### src/rtl/wave_meter_pkg.sv
// Shared types and threshold helpers for the wave_meter block.
package wave_meter_pkg;

  typedef enum logic {
    SEEK    = 1'b0,
    MEASURE = 1'b1
  } state_e;

  function automatic int unsigned mid_of(input int unsigned w);
    return 32'd1 << (w - 32'd1);
  endfunction

  function automatic int unsigned low_th(input int unsigned w, input int unsigned hyst);
    return mid_of(w) - hyst;
  endfunction

  function automatic int unsigned high_th(input int unsigned w, input int unsigned hyst);
    return mid_of(w) + hyst;
  endfunction

endpackage

### src/rtl/wave_meter_xdet.sv
// Rising midpoint crossing detector with hysteresis: a low sample arms,
// a high sample while armed is a crossing and disarms.
module wave_meter_xdet #(
  parameter int unsigned     W       = 8,
  parameter logic [W-1:0]    LOW_TH  = 8'd120,
  parameter logic [W-1:0]    HIGH_TH = 8'd136
) (
  input  logic         clk,
  input  logic         rst,
  input  logic         sample_valid,
  input  logic [W-1:0] sample,
  input  logic         clear,
  output logic         crossing
);

  logic armed_q;
  logic armed_d;

  always_comb begin
    crossing = sample_valid && !rst && armed_q && (sample >= HIGH_TH);
  end

  always_comb begin
    armed_d = armed_q;
    if (sample_valid) begin
      // clear (timeout) wins over re-arming on the same sample
      if (clear || crossing) begin
        armed_d = 1'b0;
      end else if (sample < LOW_TH) begin
        armed_d = 1'b1;
      end
    end
  end

  always_ff @(posedge clk) begin
    if (rst) begin
      armed_q <= 1'b0;
    end else begin
      armed_q <= armed_d;
    end
  end

endmodule

### src/rtl/wave_meter.sv
// Measures period and min/max of each cycle between consecutive rising
// midpoint crossings of an unsigned sample stream.
module wave_meter
  import wave_meter_pkg::*;
#(
  parameter int unsigned W          = 8,
  parameter int unsigned HYST       = 8,
  parameter int unsigned PERIOD_W   = 16,
  parameter int unsigned MAX_PERIOD = (2 ** PERIOD_W) - 1
) (
  input  logic                clk,
  input  logic                rst,
  input  logic                sample_valid,
  input  logic [W-1:0]        sample,
  output logic                result_valid,
  output logic [PERIOD_W-1:0] period,
  output logic [W-1:0]        min_val,
  output logic [W-1:0]        max_val,
  output logic                timeout,
  output logic                locked
);

  localparam logic [W-1:0]        LOW_TH  = W'(low_th(W, HYST));
  localparam logic [W-1:0]        HIGH_TH = W'(high_th(W, HYST));
  localparam logic [PERIOD_W-1:0] MAX_CNT = PERIOD_W'(MAX_PERIOD);
  localparam logic [PERIOD_W-1:0] ONE     = PERIOD_W'(1);

  state_e              state_q, state_d;
  logic [PERIOD_W-1:0] count_q, count_d;
  logic [W-1:0]        run_min_q, run_min_d;
  logic [W-1:0]        run_max_q, run_max_d;
  logic                result_valid_q, result_valid_d;
  logic [PERIOD_W-1:0] period_q, period_d;
  logic [W-1:0]        min_val_q, min_val_d;
  logic [W-1:0]        max_val_q, max_val_d;
  logic                timeout_q, timeout_d;
  logic                crossing;
  logic                xdet_clear;

  wave_meter_xdet #(
    .W       (W),
    .LOW_TH  (LOW_TH),
    .HIGH_TH (HIGH_TH)
  ) u_xdet (
    .clk          (clk),
    .rst          (rst),
    .sample_valid (sample_valid),
    .sample       (sample),
    .clear        (xdet_clear),
    .crossing     (crossing)
  );

  always_comb begin
    state_d        = state_q;
    count_d        = count_q;
    run_min_d      = run_min_q;
    run_max_d      = run_max_q;
    result_valid_d = 1'b0;
    period_d       = period_q;
    min_val_d      = min_val_q;
    max_val_d      = max_val_q;
    timeout_d      = timeout_q;
    xdet_clear     = 1'b0;

    if (sample_valid) begin
      case (state_q)
        SEEK: begin
          if (crossing) begin
            state_d   = MEASURE;
            count_d   = ONE;
            run_min_d = sample;
            run_max_d = sample;
          end
        end
        MEASURE: begin
          if (crossing) begin
            // the crossing sample closes this window and starts the next
            result_valid_d = 1'b1;
            period_d       = count_q;
            min_val_d      = run_min_q;
            max_val_d      = run_max_q;
            timeout_d      = 1'b0;
            count_d        = ONE;
            run_min_d      = sample;
            run_max_d      = sample;
          end else if (count_q == MAX_CNT) begin
            result_valid_d = 1'b1;
            period_d       = MAX_CNT;
            min_val_d      = run_min_q;
            max_val_d      = run_max_q;
            timeout_d      = 1'b1;
            state_d        = SEEK;
            xdet_clear     = 1'b1;
            count_d        = '0;
            run_min_d      = '1;
            run_max_d      = '0;
          end else begin
            count_d = count_q + ONE;
            if (sample < run_min_q) run_min_d = sample;
            if (sample > run_max_q) run_max_d = sample;
          end
        end
        default: state_d = SEEK;
      endcase
    end
  end

  always_ff @(posedge clk) begin
    if (rst) begin
      state_q        <= SEEK;
      count_q        <= '0;
      run_min_q      <= '1;
      run_max_q      <= '0;
      result_valid_q <= 1'b0;
      period_q       <= '0;
      min_val_q      <= '0;
      max_val_q      <= '0;
      timeout_q      <= 1'b0;
    end else begin
      state_q        <= state_d;
      count_q        <= count_d;
      run_min_q      <= run_min_d;
      run_max_q      <= run_max_d;
      result_valid_q <= result_valid_d;
      period_q       <= period_d;
      min_val_q      <= min_val_d;
      max_val_q      <= max_val_d;
      timeout_q      <= timeout_d;
    end
  end

  assign result_valid = result_valid_q;
  assign period       = period_q;
  assign min_val      = min_val_q;
  assign max_val      = max_val_q;
  assign timeout      = timeout_q;
  assign locked       = (state_q == MEASURE);

endmodule

### config.mk
export PLATFORM = sky130hd
export DESIGN_NAME = wave_meter
export DESIGN_NICKNAME = d
export VERILOG_FILES = /design/src/rtl/wave_meter_pkg.sv /design/src/rtl/wave_meter_xdet.sv /design/src/rtl/wave_meter.sv
export SDC_FILE = /design/constraint.sdc
export NUM_CORES = 1
export LEC_CHECK = 0
export CAP_MARGIN = 20
export CORE_MARGIN = 3
export CORE_UTILIZATION = 58
export DETAILED_ROUTE_END_ITERATION = 8
export PLACE_DENSITY = 0.89
export SLEW_MARGIN = 0
export SYNTH_ARGS = -nofsm -noshare
export SYNTH_HDL_FRONTEND = slang
export SYNTH_SLANG_ARGS = --single-unit
export TNS_END_PERCENT = 100
### constraint.sdc
create_clock -name clk -period 4.1 [get_ports clk]
set_clock_uncertainty 0.1 [all_clocks]
set_input_delay 1.23 -clock clk [delete_from_list [all_inputs] [get_ports clk]]
set_output_delay 1.23 -clock clk [all_outputs]
set_load 0.01 [all_outputs]
[Word-level counts from Yosys, hierarchy flattened]
Cells that the tools add are included.
Storage, ports and cells
  bits in registers: 68
  output and inout bits: 35
  word-level logic and storage cells: 66
Cells by class
  add/subtract/negate cells: 1
  $lt $le $gt $ge: 4
  equal/unequal tests: 4
  muxes and demuxes: 32
  bitwise operators: 2
  reduce and logical (&&, ||, !) cells: 13
Operators with widths (count)
  two-way mux 8 bit: 11
  two-way mux 16 bit: 5
  one-hot mux 16 bit (2 select lines): 1
  one-hot mux 8 bit (2 select lines): 2
  adder 16 x 1 -> 16 bit, second input constant: 1
  equality test 16 bit, second input constant: 1
  two-way mux 1 bit: 12
  AND reduction 3 bit: 3
  greater-or-equal comparator 8 bit, second input constant: 1
  > comparator 8 bit: 1
  < comparator 8 x 7 -> 1 bit, second input constant: 1
  < comparator 8 bit: 1
  != test 4 x 1 -> 1 bit, second input constant: 2
  AND reduction 2 bit: 2
  nonzero test 2 bit: 2
  logical AND 1 bit: 3
  OR reduction 3 bit: 1
  != test 2 x 1 -> 1 bit, second input constant: 1
  inverter 1 bit: 2
  one-hot mux 1 bit (2 select lines): 1
  zero test 1 bit: 1
  logical OR 1 bit: 1

[Logic depth before layout (Yosys ltp)]
  depth in word-level cells: 10
  gate-level depth with buffers: 9
  mapped depth without buffers: 8

[Hierarchy]
A second synthesis with hierarchy kept.
Second synthesis, totals
  cells, all modules: 374
  area, all modules: 3314.4 µm²
Modules (own cells, without submodules)
  wave_meter: times used 1, cells each 365, area each 3231.8 µm², seq. area each 1341.3 µm²
  wave_meter_xdet: times used 1, cells each 9, area each 82.6 µm², seq. area each 20.0 µm²

[Least setup slack after synthesis]
OpenSTA, ideal clock, no wires.
  path kind: input to register
  start point: in sample[6]
  end point: reg run_max_q[4]
  library setup time: 0.087 ns
  data arrival time: 2.667 ns
  required time: 3.913 ns
  path slack: 1.246 ns
  stages: 7
  buffers on the path: 0
  cell sequence: ha_1 -> and4_1 -> nand3_1 -> or4_1 -> o21ai_2 -> nor2_2 -> o31ai_1
Between the ends
  cells in the longest elaborated chain, start to end: 4
  elaborated cells on any way between the ends: 8
  classes of those cells: order compare (2); eq/ne (2); mux (2); reduce/logical (2)
Ends and longest elaborated chain
  start, declared: RTL line wave_meter.sv:14  | input logic [W-1:0] sample,
  greater-or-equal comparator 8 bit: RTL line wave_meter_xdet.sv:20  | crossing = sample_valid && !rst && armed_q && (sample >= HIGH_TH);
  logical AND 1 bit: RTL line wave_meter_xdet.sv:20
  != test 4 x 1 -> 1 bit (no source line) (tied with other cells)
  AND reduction 3 bit (no source line) / one-hot mux 8 bit (2 select lines) (equally long branches)
  end signal, assigned: RTL line wave_meter.sv:123  | run_max_q <= run_max_d;
  end, declared: RTL line wave_meter.sv:31  | logic [W-1:0] run_max_q, run_max_d;
Several ways; a longest one is shown, not always the timed one.
A chain may end at the register's enable or synchronous reset.

[Worst setup path after layout]
  start point: in sample[5]
  end point: reg run_max_q[1]
Same word-level chain as after synthesis.

==> results.yml <==
outcome:
  outcome: "finished clean"
power_and_ir_drop:
  netSwitchingFraction_pct: 23.2
  p_seq_share_pct: 55.2
  irDropWorstVdd_uv: 208
  p_leak_nw: 1.46
  clkPwrFrac_pct: 38.8
  fin_total_pwr_mw: 1.21
  powerDensity_nw_per_um2: 315
  p_int_mw: 0.929
  p_switching_mw: 0.280
  combPwrFrac_pct: 6.0
clock_tree:
  clk_latency_ns: 0.34
  post_cts_buffers: 0
  cts.sinks: 68
  cts_hold_buf: 0
  ctsResizeCount: 0
  cts.clk_slew.worst_paths_ns: 0.06
  clk_path_buf_depth: 2
  cts_tree: "yes"
  htreeDepth: 3
  cts_root_buf: "clkbuf_8"
  numCtsBuffers: 9
yosys:
  yosysWarnings: 0
  synth_area_sq_um: 3170
  synth_mux_area_share_pct: 2.84
  seq_area_frac_synth_pct: 42.9
  synthXorXnorAreaFrac_pct: 1.38
  synth_compound_area_share_pct: 14.7
  ys.flop_type: "dfxtp_1"
  synth_edf_count: 0
  async_flop_share_pct: 0
  syn_area_per_cell_sq_um: 8.09
  synth_adder_area_share_pct: 6.31
  synth_top_family_by_area: "simple AND/OR/NAND/NOR gates"
  synthesis.nets: 419
  synth.distinct_cells: 43
  synth-simple-area-share_pct: 26.5
  synth_cells: 392
  ys_seq_elements: 68
sta:
  tightest_slew_ns: 0.676
  drv_slew: 0
  fin_crit_sh_pct: 82.2
  slew_headroom_pct: 54.8
  finalCriticalPeriod_ns: 3.37
  hold_viol_final: 0
  setup_viol: 0
  rsz0062_at_grt: "no"
  max_freq_mhz: 297
  fin_tns_setup_ns: 0
floorplan:
  die_x_um: 80.0
  fp.dieH_um: 80.0
  coreArea_sq_um: 5200
  dieArea_sq_um: 6390
  rows: 26
  start_util_pct: 61.0
  ios: 46
layout:
  diodes: 0
  num-nets-final: 464
  fill_cells: 407
  layout-drive-gt1-share_pct: 7.01
  area_growth_pct: 20.9
  register_area_sq_um: 1360
  multi_input_area_sq_um: 1640
worst_setup_path:
  worstSetupPathType: "in -> reg"
  cp.arrival_ns: 3.51
  endpoint_kind: "flip-flop"
  crit_path_start_kind: "input port"
  crit_required_ns: 4.24
  path_max_fanout: 8
drt:
  dr_total_vias: 2893
  vias_per_cell: 5.65
  drtIter0Drc: 223
  drcViolationCount: 0
  firstDrtPassIters: 4
  wire_per_inst_um: 14.5
  drtAntennaViolNets: 0
  wl_um: 7420
place:
  gp_congestion: 1.02
  hpwlAfterDp_um: 5340
  portBuffers: 45
global_routing:
  grt_pass1_vias: 2758
  grt_usage_pct: 25.3
  overflow: 0
  grt_start_max_net_pins: 41
  grt_first_pass_wirelength_um: 12700
  antenna_found_initial: 0
min_path:
  hold_class: "reg -> reg"
job:
  maxCapViolations: 0
Yosys cell counts (2+ instances only):
| cell type | count | area (sq um) |
|---|---|---|
| dfxtp_1 | 68 | 1360 |
| o21ai_1 | 2 | 10.0 |
| o41ai_1 | 3 | 26.3 |
| mux2i_1 | 9 | 90.1 |
| inv_1 | 19 | 71.3 |
| nand2_1 | 53 | 199 |
| or4_1 | 2 | 15.0 |
| a21oi_1 | 29 | 145 |
| o31ai_1 | 9 | 67.6 |
| nor2_1 | 65 | 244 |
| nor3_1 | 21 | 105 |
| nand3_1 | 10 | 50.1 |
| a31oi_2 | 2 | 25.0 |
| a211oi_1 | 3 | 22.5 |
| xor2_1 | 3 | 26.3 |
| nor2b_1 | 2 | 12.5 |
| xnor2_1 | 2 | 17.5 |
| clkbuf_1 | 12 | 45.0 |
| buf_4 | 3 | 22.5 |
| a31oi_1 | 3 | 18.8 |
| or3_1 | 11 | 68.8 |
| nand4_1 | 6 | 37.5 |
| ha_1 | 16 | 200 |
| o21ai_0 | 17 | 85.1 |
| buf_2 | 4 | 20.0 |
cell type report:
cell class | instances | share of cell area [%]
multi-input cells | 285 | 42.8
clock inverters | 2 | 0.261
well taps | 70 | 2.28
clock buffers | 14 | 3.98
inverters | 19 | 1.86
repair buffers | 54 | 13.4
flip-flops and latches | 68 | 35.5
path summary, 6_finish.rpt:
check / from / endpoint / slack [ns] / cells past startpoint
max reg2reg: count_q[1] / period[15] / 1.55 / 7
max: sample[5] / run_max_q[1] / 0.73 / 8
min reg2reg: run_max_q[1] / max_val[1] / 0.35 / 2
min: run_max_q[1] / max_val[1] / 0.35 / 2
cells in the final DEF, fill, tap and decap left out, types with 2 or more instances in the layout:
cell	Yosys	routed
nand2_1	53	53
nand4_1	6	6
clkbuf_8	0	10
o31ai_1	9	9
nor3_1	21	21
o21ai_1	2	2
a31oi_1	3	3
or4_1	2	2
clkbuf_1	12	4
a211oi_1	3	3
a21oi_1	29	29
o21ai_0	17	17
nor2_1	65	65
a31oi_2	2	2
or3_1	11	11
nor2b_1	2	2
xnor2_1	2	2
nand3_1	10	10
o41ai_1	3	3
xor2_1	3	3
dfxtp_1	68	68
clkinv_2	0	2
ha_1	16	16
mux2i_1	9	9
clkdlybuf4s50_1	0	44
inv_1	19	19
buf_4	3	9
flip-flops by register name, indices dropped and copies added, names as in the netlist:
| register | count |
|---|---|
| count_q | 16 |
| period | 16 |
| max_val | 8 |
| min_val | 8 |
| run_max_q | 8 |
| run_min_q | 8 |
| locked | 1 |
| result_valid | 1 |
| timeout | 1 |
| u_xdet.armed_q | 1 |
per-stage QoR:
step / hold slack [ns] / instances / area [sq um] / util [%] / setup WS (ns)
floorplan: 0.332 / 392 / 3170 / - / 1.25
global placement: 0.339 / 496 / 3670 / 70.6 / 0.534
detailed placement: 0.344 / 496 / 3670 / 70.6 / 0.375
CTS: 0.354 / 512 / 3840 / 73.7 / 0.752
global route: 0.373 / 512 / 3840 / 73.7 / 0.614
finish: 0.354 / 512 / 3840 / 73.7 / 0.730
power by group through the flow:
stage / registers (mW) / logic, mW / clock network (mW)
after floorplan: 0.681 / 0.0419 / 0
after global placement: 0.682 / 0.0688 / 0
after detailed placement: 0.682 / 0.0714 / 0
after CTS: 0.667 / 0.0723 / 0.474
after global routing: 0.667 / 0.0805 / 0.506
final: 0.667 / 0.0730 / 0.468
critical path, cell delays in order:
cell and delay, ns:
clkdlybuf4s50_1 0.55, ha_1 0.38, and4_1 0.23, nand3_1 0.10, or4_1 0.50, o21ai_2 0.14, nor2_2 0.15, o31ai_1 0.24
logic make-up (layout without fill, tap and decap cells):
kind of cell	count (synthesis)	count (layout)
AOI/OAI and AO/OA	75	75
xor gates and xnor gates	5	5
adders and majority gates	16	16
buffers and inverters	39	89
DFF	68	68
muxes	9	9
and+or+nand+nor	180	180
routing by layer:
| metal | part of all wire (%) | track usage (%) | up-vias |
|---|---|---|---|
| met4 | 2.4 | 11.7 | 0 |
| met3 | 4.8 | 5.98 | 16 |
| met1 | 44 | 31.9 | 1362 |
| met2 | 48 | 40.9 | 69 |
| met5 | 0 | 0 | - |
| li1 | - | - | 1446 |
Note: power is estimated with default switching activity, not from simulation.
==> edit (config.mk and constraints unchanged) <==
`PERIOD_W`: 16 -> 15.
--- a/src/rtl/wave_meter.sv
+++ b/src/rtl/wave_meter.sv
@@ -5,7 +5,7 @@
 #(
   parameter int unsigned W          = 8,
   parameter int unsigned HYST       = 8,
-  parameter int unsigned PERIOD_W   = 16,
+  parameter int unsigned PERIOD_W   = 15,
   parameter int unsigned MAX_PERIOD = (2 ** PERIOD_W) - 1
 ) (
   input  logic                clk,
Interface: changed (resized period); port bits go from 46 to 45. The function was not compared with the original's and may differ.
==> edit against the original RTL <==
  * Area after synthesis fell by 2.4%
  * Largest power group unchanged
  * Routed wire length fell by 4.5%
  * Highest routed layer unchanged
  * Via count fell by 5.4%
  * Power rose by 6.2%
  * Cell area fell by 1.2%
  * Combinational power rose by 0.8%
  * Sequential cell count fell by 2
  * Setup slack got worse by 0.11 ns
==> edit: results (changes against the original RTL) <==
[clocking]
clk_latency_ns=0.35
htreeDepth=3  ; unchanged
path_clk_slew_ns=0.07
post_cts.repair.setup_buffers=0  ; unchanged
cts_hold_buffers=0  ; unchanged
root_buffer=clkbuf_8  ; unchanged

[place]
io_buffers=44  ; was 45
place_area_um2=3590  ; was 3670 µm²
dpl_worst_slack_ns=0.262  ; was 0.375 ns
gp_congestion=0.848  ; was 1.02
place_inst=478  ; was 496
dp_hpwl_um=4790  ; was 5340 µm

[global_routing]
grt_pass1_vias=2632  ; was 2758
grt_max_degree=54  ; was 41
grt_usage_pct=25.4  ; was 25.3%
antenna_found_initial=0  ; unchanged
grt_pass1_wl_um=12500  ; was 12700 µm

[cells_and_area]
diodes=0  ; unchanged
drive_gt1_share_pct=7.49  ; was 7.01%
fin_cells=494  ; was 512
layout.nets=449  ; was 464

[hold_path]
hold_path_class=reg2reg  ; unchanged
holdPathEnd=max_val[0]  ; was max_val[1]
hp-start=max_val[0]  ; was run_max_q[1]

[worst_setup_path]
crit_slowest_cell=a2111oi_0  ; was clkdlybuf4s50_1
ff2ff_setup_slack_ns=1.75  ; was 1.55 ns
slowest_delay_ns=0.75  ; was 0.55 ns
path_max_fanout=8  ; unchanged
r2r_end=run_min_q[5]  ; was period[15]
crit_arrival_ns=3.60  ; was 3.51 ns
reg2reg_from=run_min_q[5]  ; was count_q[1]
cp_top_family=compound AO/OA/AOI/OAI gates  ; was simple AND/OR/NAND/NOR gates
r2r_cells=7  ; unchanged

[synth]
synthDistinctLibCells=41  ; was 43
ys_async_sr_fraction_pct=0  ; unchanged
ys_warn_count=0  ; unchanged
synthTopCellsByArea=dfxtp_1 (43%), nor2_1 (7.0%), ha_1 (6.5%)  ; was dfxtp_1 (43%), nor2_1 (7.7%), ha_1 (6.3%)
postSynthCellCount=377  ; was 392
yosys-top-cells-count=dfxtp_1 (66), nor2_1 (58), nand2_1 (53), a21oi_1 (30), nor3_1 (21)  ; was dfxtp_1 (68), nor2_1 (65), nand2_1 (53), a21oi_1 (29), nor3_1 (21)
synth-seq-area-share_pct=42.7  ; was 42.9%
syn_nets=404  ; was 419

[detailed_routing]
wl_met2_um=3310  ; was 3600 µm
wl_met3_um=485  ; was 358 µm
drt-initial-drc-count=208  ; was 223
wl_per_cell_um=14.3  ; was 14.5 µm
viasPerCell=5.54  ; was 5.65
wl_met1_um=3160  ; was 3290 µm

[sta]
setup_tns_ns=0  ; unchanged
timing.hold.ws_ns=0.353  ; was 0.354 ns
worstMarginPinSlew_ns=0.873  ; was 0.676 ns

[power]
p_leak_nw=1.48  ; was 1.46 nW
netSwitchingPower_uw=295  ; was 280 µW
ir_drop_uv=253  ; was 208 µV

[outcome]
status=finished clean  ; unchanged

==> edit: cell type report <==
class,instances,area [µm²]
clock buffers,14,163
clock inverters,2,35.0
fillers,369,1150
inverters,20,75.1
multi-input cells,274,1620
flip-flops and latches,66,1320
well taps,67,83.8
repair buffers,51,493
==> edit: kinds of logic (layout without fill, tap and decap cells) <==
family / count (synthesis) / in the layout / share of synthesized area (%)
buf+inv: 37 / 87 / 4.93
simple gates: 171 / 171 / 25.7
compound gates: 65 / 65 / 13.3
flops: 66 / 66 / 42.7
fa+ha+maj: 16 / 16 / 6.47
xor+xnor: 5 / 5 / 1.41
mux: 17 / 17 / 5.50
==> edit: power groups by stage <==
| stage | registers [mW] | logic (mW) | clock network, mW |
|---|---|---|---|
| after floorplan | 0.662 | 0.0426 | 0 |
| after global placement | 0.662 | 0.0689 | 0 |
| after detailed placement | 0.662 | 0.0714 | 0 |
| after CTS | 0.648 | 0.0730 | 0.566 |
| after global routing | 0.648 | 0.0815 | 0.594 |
| final | 0.648 | 0.0736 | 0.562 |
==> edit: worst min-delay path, delay by kind of cell, from the launching register on <==
kind               cells  cell delay (ns)
AOI/OAI and AO/OA      1             0.05
DFF                    1             0.31
and+or+nand+nor        1             0.05
==> edit: how the worst max path moves through the flow <==
stage / start / endpoint / slack (ns)
5_1_grt: sample[5] / run_min_q[5] / 0.41
3_3_place_gp: sample[5] / run_min_q[2] / 0.47
2_1_floorplan: sample[5] / run_min_q[0] / 1.17
4_1_cts: sample[5] / run_min_q[5] / 0.63
3_5_place_dp: sample[5] / run_min_q[5] / 0.26
6_report: sample[5] / run_min_q[5] / 0.62
==> edit: layer usage <==
metal / up-vias / track usage (%)
met5: - / 0
met4: 0 / 13.9
met1: 1270 / 33.6
li1: 1370 / -
met3: 12 / 4.65
met2: 84 / 39.3
